**src/rtl/uart_rx_frame_if.sv**
```systemverilog
// Consumer-facing side of uart_rx_frame: received word, per-word error
// flags, sticky overrun and the valid/ready handshake.
interface uart_rx_frame_if #(
    parameter int DATA_W = 8
);
    logic [DATA_W-1:0] rx_data;
    logic              rx_valid;
    logic              rx_ready;
    logic              parity_err;
    logic              frame_err;
    logic              overrun;

    modport master (
        output rx_data,
        output rx_valid,
        output parity_err,
        output frame_err,
        output overrun,
        input  rx_ready
    );

    modport slave (
        input  rx_data,
        input  rx_valid,
        input  parity_err,
        input  frame_err,
        input  overrun,
        output rx_ready
    );
endinterface

```
**src/rtl/uart_rx_frame.sv**
```systemverilog
// Parametrised UART receiver: line synchroniser, mid-bit sampling FSM and
// a valid/ready output register carrying parity/framing/overrun status.
module uart_rx_frame #(
    parameter int DATA_W      = 8,
    parameter int PARITY      = 0,
    parameter int STOP_BITS   = 1,
    parameter int BAUD_W      = 20,
    parameter int SYNC_STAGES = 2
) (
    input  logic              clk,
    input  logic              rst,
    input  logic              rx_en,
    input  logic [BAUD_W-1:0] baud_div,
    input  logic              rx_in,
    output logic              busy,
    uart_rx_frame_if.master   rx_if
);
    localparam logic [2:0] S_IDLE  = 3'd0;
    localparam logic [2:0] S_START = 3'd1;
    localparam logic [2:0] S_DATA  = 3'd2;
    localparam logic [2:0] S_PAR   = 3'd3;
    localparam logic [2:0] S_STOP  = 3'd4;

    localparam logic [3:0] LAST_DATA = 4'(DATA_W - 1);
    localparam logic [3:0] LAST_STOP = 4'(STOP_BITS - 1);
    localparam logic       HAS_PAR   = (PARITY != 0);
    localparam logic       ODD       = (PARITY == 2);

    logic [SYNC_STAGES-1:0] r_sync;
    logic                   r_prev;
    logic [2:0]             r_state;
    logic [BAUD_W-1:0]      r_cnt;
    logic [3:0]             r_bit;
    logic [DATA_W-1:0]      r_shift;
    logic                   r_par;
    logic                   r_perr;
    logic                   r_ferr;

    logic [DATA_W-1:0]      r_data;
    logic                   r_valid;
    logic                   r_perr_o;
    logic                   r_ferr_o;
    logic                   r_ovr;

    logic                   w_rxs;
    logic                   w_fall;
    logic [BAUD_W-1:0]      w_bd;
    logic [BAUD_W-1:0]      w_tgt;
    logic                   w_tick;
    logic                   w_ferr;
    logic                   w_load;
    logic                   w_hs;

    assign w_rxs  = r_sync[SYNC_STAGES-1];
    assign w_fall = r_prev & ~w_rxs;

    // START waits half a bit so every later sample lands mid-bit
    assign w_bd   = (baud_div < BAUD_W'(4)) ? BAUD_W'(4) : baud_div;
    assign w_tgt  = (r_state == S_START) ? (w_bd >> 1)
                                         : (w_bd - BAUD_W'(1));
    assign w_tick = (r_cnt == w_tgt);

    assign w_ferr = r_ferr | ~w_rxs;
    assign w_load = rx_en & w_tick & (r_state == S_STOP)
                  & (r_bit == LAST_STOP);
    assign w_hs   = r_valid & rx_if.rx_ready;

    assign busy             = (r_state != S_IDLE);
    assign rx_if.rx_data    = r_data;
    assign rx_if.rx_valid   = r_valid;
    assign rx_if.parity_err = r_perr_o;
    assign rx_if.frame_err  = r_ferr_o;
    assign rx_if.overrun    = r_ovr;

    always_ff @(posedge clk) begin
        if (rst) begin
            r_sync <= '1;
            r_prev <= 1'b1;
        end else begin
            r_sync <= {r_sync[SYNC_STAGES-2:0], rx_in};
            r_prev <= w_rxs;
        end
    end

    always_ff @(posedge clk) begin
        if (rst) begin
            r_state <= S_IDLE;
            r_cnt   <= '0;
            r_bit   <= '0;
            r_shift <= '0;
            r_par   <= 1'b0;
            r_perr  <= 1'b0;
            r_ferr  <= 1'b0;
        end else if (!rx_en) begin
            r_state <= S_IDLE;
            r_cnt   <= '0;
            r_bit   <= '0;
        end else if (r_state == S_IDLE) begin
            if (w_fall) begin
                r_state <= S_START;
                r_cnt   <= '0;
                r_bit   <= '0;
                r_par   <= 1'b0;
                r_perr  <= 1'b0;
                r_ferr  <= 1'b0;
            end
        end else if (!w_tick) begin
            r_cnt <= r_cnt + BAUD_W'(1);
        end else begin
            r_cnt <= '0;
            unique case (r_state)
                S_START: r_state <= w_rxs ? S_IDLE : S_DATA;
                S_DATA: begin
                    r_shift <= {w_rxs, r_shift[DATA_W-1:1]};
                    r_par   <= r_par ^ w_rxs;
                    if (r_bit == LAST_DATA) begin
                        r_bit   <= '0;
                        r_state <= HAS_PAR ? S_PAR : S_STOP;
                    end else begin
                        r_bit <= r_bit + 4'd1;
                    end
                end
                S_PAR: begin
                    r_perr  <= r_par ^ w_rxs ^ ODD;
                    r_state <= S_STOP;
                end
                S_STOP: begin
                    r_ferr <= w_ferr;
                    if (r_bit == LAST_STOP) begin
                        r_bit   <= '0;
                        r_state <= S_IDLE;
                    end else begin
                        r_bit <= r_bit + 4'd1;
                    end
                end
                default: r_state <= S_IDLE;
            endcase
        end
    end

    always_ff @(posedge clk) begin
        if (rst) begin
            r_data   <= '0;
            r_valid  <= 1'b0;
            r_perr_o <= 1'b0;
            r_ferr_o <= 1'b0;
            r_ovr    <= 1'b0;
        end else begin
            if (w_load && r_valid && !rx_if.rx_ready)
                r_ovr <= 1'b1;
            else if (w_hs)
                r_ovr <= 1'b0;

            if (w_load && (!r_valid || rx_if.rx_ready)) begin
                r_data   <= r_shift;
                r_perr_o <= r_perr;
                r_ferr_o <= w_ferr;
                r_valid  <= 1'b1;
            end else if (w_hs) begin
                r_valid <= 1'b0;
            end
        end
    end
endmodule
```
**src/flat_wrapper.sv**
```systemverilog
// flat-port wrapper written by rule: the top's interface ports become plain ports
module uart_rx_frame_flat 
#(
    parameter int DATA_W      = 8,
    parameter int PARITY      = 0,
    parameter int STOP_BITS   = 1,
    parameter int BAUD_W      = 20,
    parameter int SYNC_STAGES = 2
)
  (clk, rst, rx_en, baud_div, rx_in, busy, rx_if_rx_data, rx_if_rx_valid, rx_if_parity_err, rx_if_frame_err, rx_if_overrun, rx_if_rx_ready);
  uart_rx_frame_if #(.DATA_W(DATA_W)) rx_if_i ();
  input  logic clk;
  input  logic rst;
  input  logic rx_en;
  input  logic [BAUD_W-1:0] baud_div;
  input  logic rx_in;
  output logic busy;
  output wire logic [$bits(rx_if_i.rx_data)-1:0] rx_if_rx_data;
  output wire logic [$bits(rx_if_i.rx_valid)-1:0] rx_if_rx_valid;
  output wire logic [$bits(rx_if_i.parity_err)-1:0] rx_if_parity_err;
  output wire logic [$bits(rx_if_i.frame_err)-1:0] rx_if_frame_err;
  output wire logic [$bits(rx_if_i.overrun)-1:0] rx_if_overrun;
  input wire logic [$bits(rx_if_i.rx_ready)-1:0] rx_if_rx_ready;
  assign rx_if_rx_data = rx_if_i.rx_data;
  assign rx_if_rx_valid = rx_if_i.rx_valid;
  assign rx_if_parity_err = rx_if_i.parity_err;
  assign rx_if_frame_err = rx_if_i.frame_err;
  assign rx_if_overrun = rx_if_i.overrun;
  assign rx_if_i.rx_ready = rx_if_rx_ready;
  uart_rx_frame #(.DATA_W(DATA_W), .PARITY(PARITY), .STOP_BITS(STOP_BITS), .BAUD_W(BAUD_W), .SYNC_STAGES(SYNC_STAGES)) u_core (.clk(clk), .rst(rst), .rx_en(rx_en), .baud_div(baud_div), .rx_in(rx_in), .busy(busy), .rx_if(rx_if_i));
endmodule
```
**config.mk**
```make
export PLATFORM = sky130hd
export DESIGN_NAME = uart_rx_frame_flat
export DESIGN_NICKNAME = d
export VERILOG_FILES = /design/src/rtl/uart_rx_frame_if.sv /design/src/rtl/uart_rx_frame.sv /design/src/flat_wrapper.sv
export SDC_FILE = /design/constraint.sdc
export NUM_CORES = 1
export LEC_CHECK = 0
export ABC_CLOCK_PERIOD_IN_PS = 6100
export CORE_MARGIN = 4
export CORE_UTILIZATION = 45
export DETAILED_ROUTE_END_ITERATION = 6
export PLACE_DENSITY = 0.65
export SLEW_MARGIN = 10
export SYNTH_ARGS = -nofsm -noshare
export SYNTH_HDL_FRONTEND = slang
export SYNTH_SLANG_ARGS = --single-unit
```
**constraint.sdc**
```tcl
create_clock -name clk -period 6.1 [get_ports clk]
set_clock_uncertainty 0.05 [all_clocks]
set_input_delay 0.61 -clock clk [delete_from_list [all_inputs] [get_ports clk]]
set_output_delay 0.61 -clock clk [all_outputs]
set_load 0.02 [all_outputs]
```
==> key figures <==
Status
  – Status: finished clean

Setup path
  – Startpoint types: input pin
  – Cell depth of the worst flop-to-flop path: 9
  – Worst Path Required: 6.21 ns
  – Setup CP Type: in2reg
  – CP max stage delay: roughly 0.58 ns
  – Worst reg2reg startpoint: u_core.r_state[0]
  – Worst Path Arrival: roughly 5.3 ns
  – Crit path top cell by count: and4_1
  – CP delay by family, top: simple AND/OR/NAND/NOR gates
  – Worst Setup End Kind: flip-flop
  – Crit Path Max Fanout: 9
  – Cell Chain, Critical Path: clkdlybuf4s50_1, nor3_4, and4_1, a21oi_1, inv_1, ha_1, nor3b_1, nand3_1, o41ai_1, a221oi_1, nor4b_1, nor4b_4, and4_1, mux2i_1, nor2_1
  – Critical Path Source: baud_div[4]
  – Slowest CP cell: clkdlybuf4s50_1
  – Reg2Reg Capture Point: u_core.r_shift[1]
  – CP endpoint: u_core.r_shift[1]
  – Crit. path cell count: 15
  – CP bufs+invs: 2
  – FF-to-FF setup slack: between 2 and 3 ns

Timing
  – Final number of setup-violating endpoints: 0
  – Highest clock rate: between 0.15 and 0.2 GHz
  – Slew at the pin with the worst max-slew slack: 1.046 ns
  – Worst hold slack: around 0.38 ns
  – Slew headroom: 0.2974
  – RSZ-0062 raised after global routing: no
  – Crit path time final: 5.135 ns
  – Final worst path period share: 0.8418
  – Final hold violations: 0
  – Slew Viols, Final: 0
  – Setup TNS: 0 ns

Clock network
  – Clk_lat worst skew: 0.30 ns
  – Max Root-Sink Buffers: 2
  – Hold_buf cts: 0
  – Clock transition at the registers of the reported paths: around 0.10 ns
  – Sink Count: 53
  – Post_cts resized: 0
  – Num CTS Buffers: 5
  – CTS tree: done
  – Root buffer cell: clkbuf_8
  – Postcts setup bufs: 0
  – H-Tree Depth: 2

Power
  – VDD IR max: 0.0001181 V
  – LEAKAGE: roughly 1.5 nW
  – P per Cell Area: between 150 and 200 mW/mm^2

Final layout
  – # diodes: 0
  – Layout cells sized above 1: 0.05788
  – Final #Nets: around 530
  – Area growth from synthesis to final layout: 13.46%
  – Final core occ: 0.5211
  – Final Cell Area: around 0.0043 sq mm
  – Fillers: ~840
  – Fin cells: roughly 610

Die
  – Starting density of the core: 0.4593
  – Die Ht: 99.35 um
  – Die Span X: about 99 um
  – Die area: about 0.0099 sq mm
  – # IOs: 38
  – Num rows: 33
  – Core Region: roughly 0.0082 sq mm

Yosys
  – Ys async rst share: 0
  – Top cell type's share of synthesized area: 0.2826
  – Count leader, synth: nor2_1
  – Post-synth cell types: about 70
  – Most frequently used flop master after synthesis: dfxtp_1
  – Mean area per synthesized cell: between 7 and 8 sq um
  – EDFF count, synth: 0
  – Yosys reg bits: 53
  – Synth area leaders: dfxtp_1 28%, nor2_1 6.2%, xnor2_1 5.6%
  – Area leader, netlist: dfxtp_1
  – Post-synth top cells: 62 x nor2_1, 53 x dfxtp_1, 42 x nand2_1
  – Ys Warns: 0
  – Post-Syn Area: between 0.003 and 0.004 sq mm
  – Mapped Nets: about 510
  – Cells after Synth: roughly 480
  – Seq/Total Area, Yosys: 0.2826

Routing
  – Drt initial violations: slightly above 200
  – Vias: between 3000 and 4000
  – WL final: between 10 and 15 mm
  – WL/cell: roughly 17 um
  – DRC violations left: 0
  – Pre-antenna DRT Iters: 6
  – Vias per cell: 6.043
  – Post-route ant nets: 0

Global route
  – First-pass GRT wire length: ~17 mm
  – Initial antenna violation count: 0
  – Gr ovfl total: 0
  – Gr usage total: 0.2136
  – Vias in the first global route: approximately 3600
  – Largest net degree at the start of global routing: 33

Placed design
  – Dpl cell area: slightly above 0.004 sq mm
  – Dpl hpwl: 7.795 mm
  – IO buf count: 37
  – Inst Count DP: 598
  – Gpl congestion: between 0.9 and 1

Flow run
  – Maxcap violations: 0

Worst hold path
  – Worst min path class: reg2reg
-- worst reg2reg max path, stage by stage, from the launching register on --
cell     delay, ns
dfxtp_1       0.54
or3b_2        0.70
o311a_1       0.22
a21oi_1       0.11
o21ai_0       0.15
xnor2_1       0.21
nor4b_4       0.46
and4_1        0.56
mux2i_1       0.25
nor2_1        0.05
-- cells in the final DEF (no fill, tap or decap), drive strengths merged, types with 3 or more instances in the layout --
master / netlist / routed
a211o: 3 / 3
a211oi: 5 / 5
a21oi: 18 / 18
a311oi: 3 / 3
a31oi: 3 / 3
and2: 4 / 4
and3: 7 / 7
and4: 6 / 6
buf: 16 / 4
clkbuf: 15 / 6
clkdlybuf4s50: 0 / 37
dfxtp: 53 / 53
ha: 4 / 4
inv: 14 / 14
mux2i: 18 / 18
nand2: 42 / 42
nand2b: 9 / 9
nand3: 22 / 22
nand3b: 3 / 3
nand4: 15 / 15
nand4b: 4 / 4
nor2: 63 / 63
nor2b: 3 / 3
nor3: 17 / 17
nor3b: 9 / 9
nor4: 9 / 9
nor4b: 4 / 4
o211ai: 8 / 8
o21ai: 18 / 18
o22ai: 3 / 3
o31ai: 4 / 4
or2: 5 / 5
or3: 7 / 7
or4: 4 / 4
xnor2: 24 / 24
xor2: 18 / 18
-- cell families after synthesis --
kind of cell,count (synthesis),share of synthesized area
mux,18,0.04798
flops,53,0.2826
fa+ha+maj,4,0.01333
simple gates,237,0.3552
buf+inv,45,0.05065
xor+xnor,42,0.09797
compound gates,84,0.1523
-- worst min path at each step --
stage                startpoint               end  cells after the start
2_1_floorplan  u_core.r_sync[0]  u_core.r_sync[1]                      1
3_3_place_gp   u_core.r_sync[0]  u_core.r_sync[1]                      1
3_5_place_dp   u_core.r_sync[0]  u_core.r_sync[1]                      1
4_1_cts        u_core.r_sync[0]  u_core.r_sync[1]                      1
5_1_grt        u_core.r_sync[0]  u_core.r_sync[1]                      1
6_report       u_core.r_sync[0]  u_core.r_sync[1]                      1
-- where the power goes --
group	leakage, nW	switching, mW	internal [mW]
logic	0.993	0.0529	0.0375
registers	0.427	0.00131	0.347
clock network	0.0554	0.118	0.123
-- final cells by class --
class,instances,area (sq um),share of cell area
Clock inverter,2,38.79,0.009104
Timing Repair Buffer,41,400.4,0.09398
Tap cell,105,131.4,0.03084
Clock buffer,6,72.57,0.01703
Inverter,14,52.55,0.01233
Multi-Input combinational cell,385,2504,0.5877
Sequential cell,53,1061,0.2490
-- state kept, by name (all words and copies together) (netlist names), 2 cells and up --
name / cells
u_core.r_cnt: 20
u_core.r_shift: 8
u_core.rx_if.rx_data: 8
u_core.r_bit: 4
u_core.r_state: 3
u_core.r_sync: 2
-- metrics by stage --
stage                     total power [mW]  worst slack (ns)
after floorplan                     0.4095             1.973
after global placement              0.4451            0.7605
after detailed placement            0.4451            0.7089
after CTS                           0.6846             1.029
after global routing                0.7099            0.4788
final                               0.6798            0.9650
-- routing by layer --
metal	up-vias	share of wire	global-route usage
met5	-	0	0
met4	0	0.031	0.09034
met3	23	0.057	0.03647
met2	115	0.47	0.3626
met1	1743	0.44	0.2666
li1	1781	-	-
(Power assumes the default switching activity.)
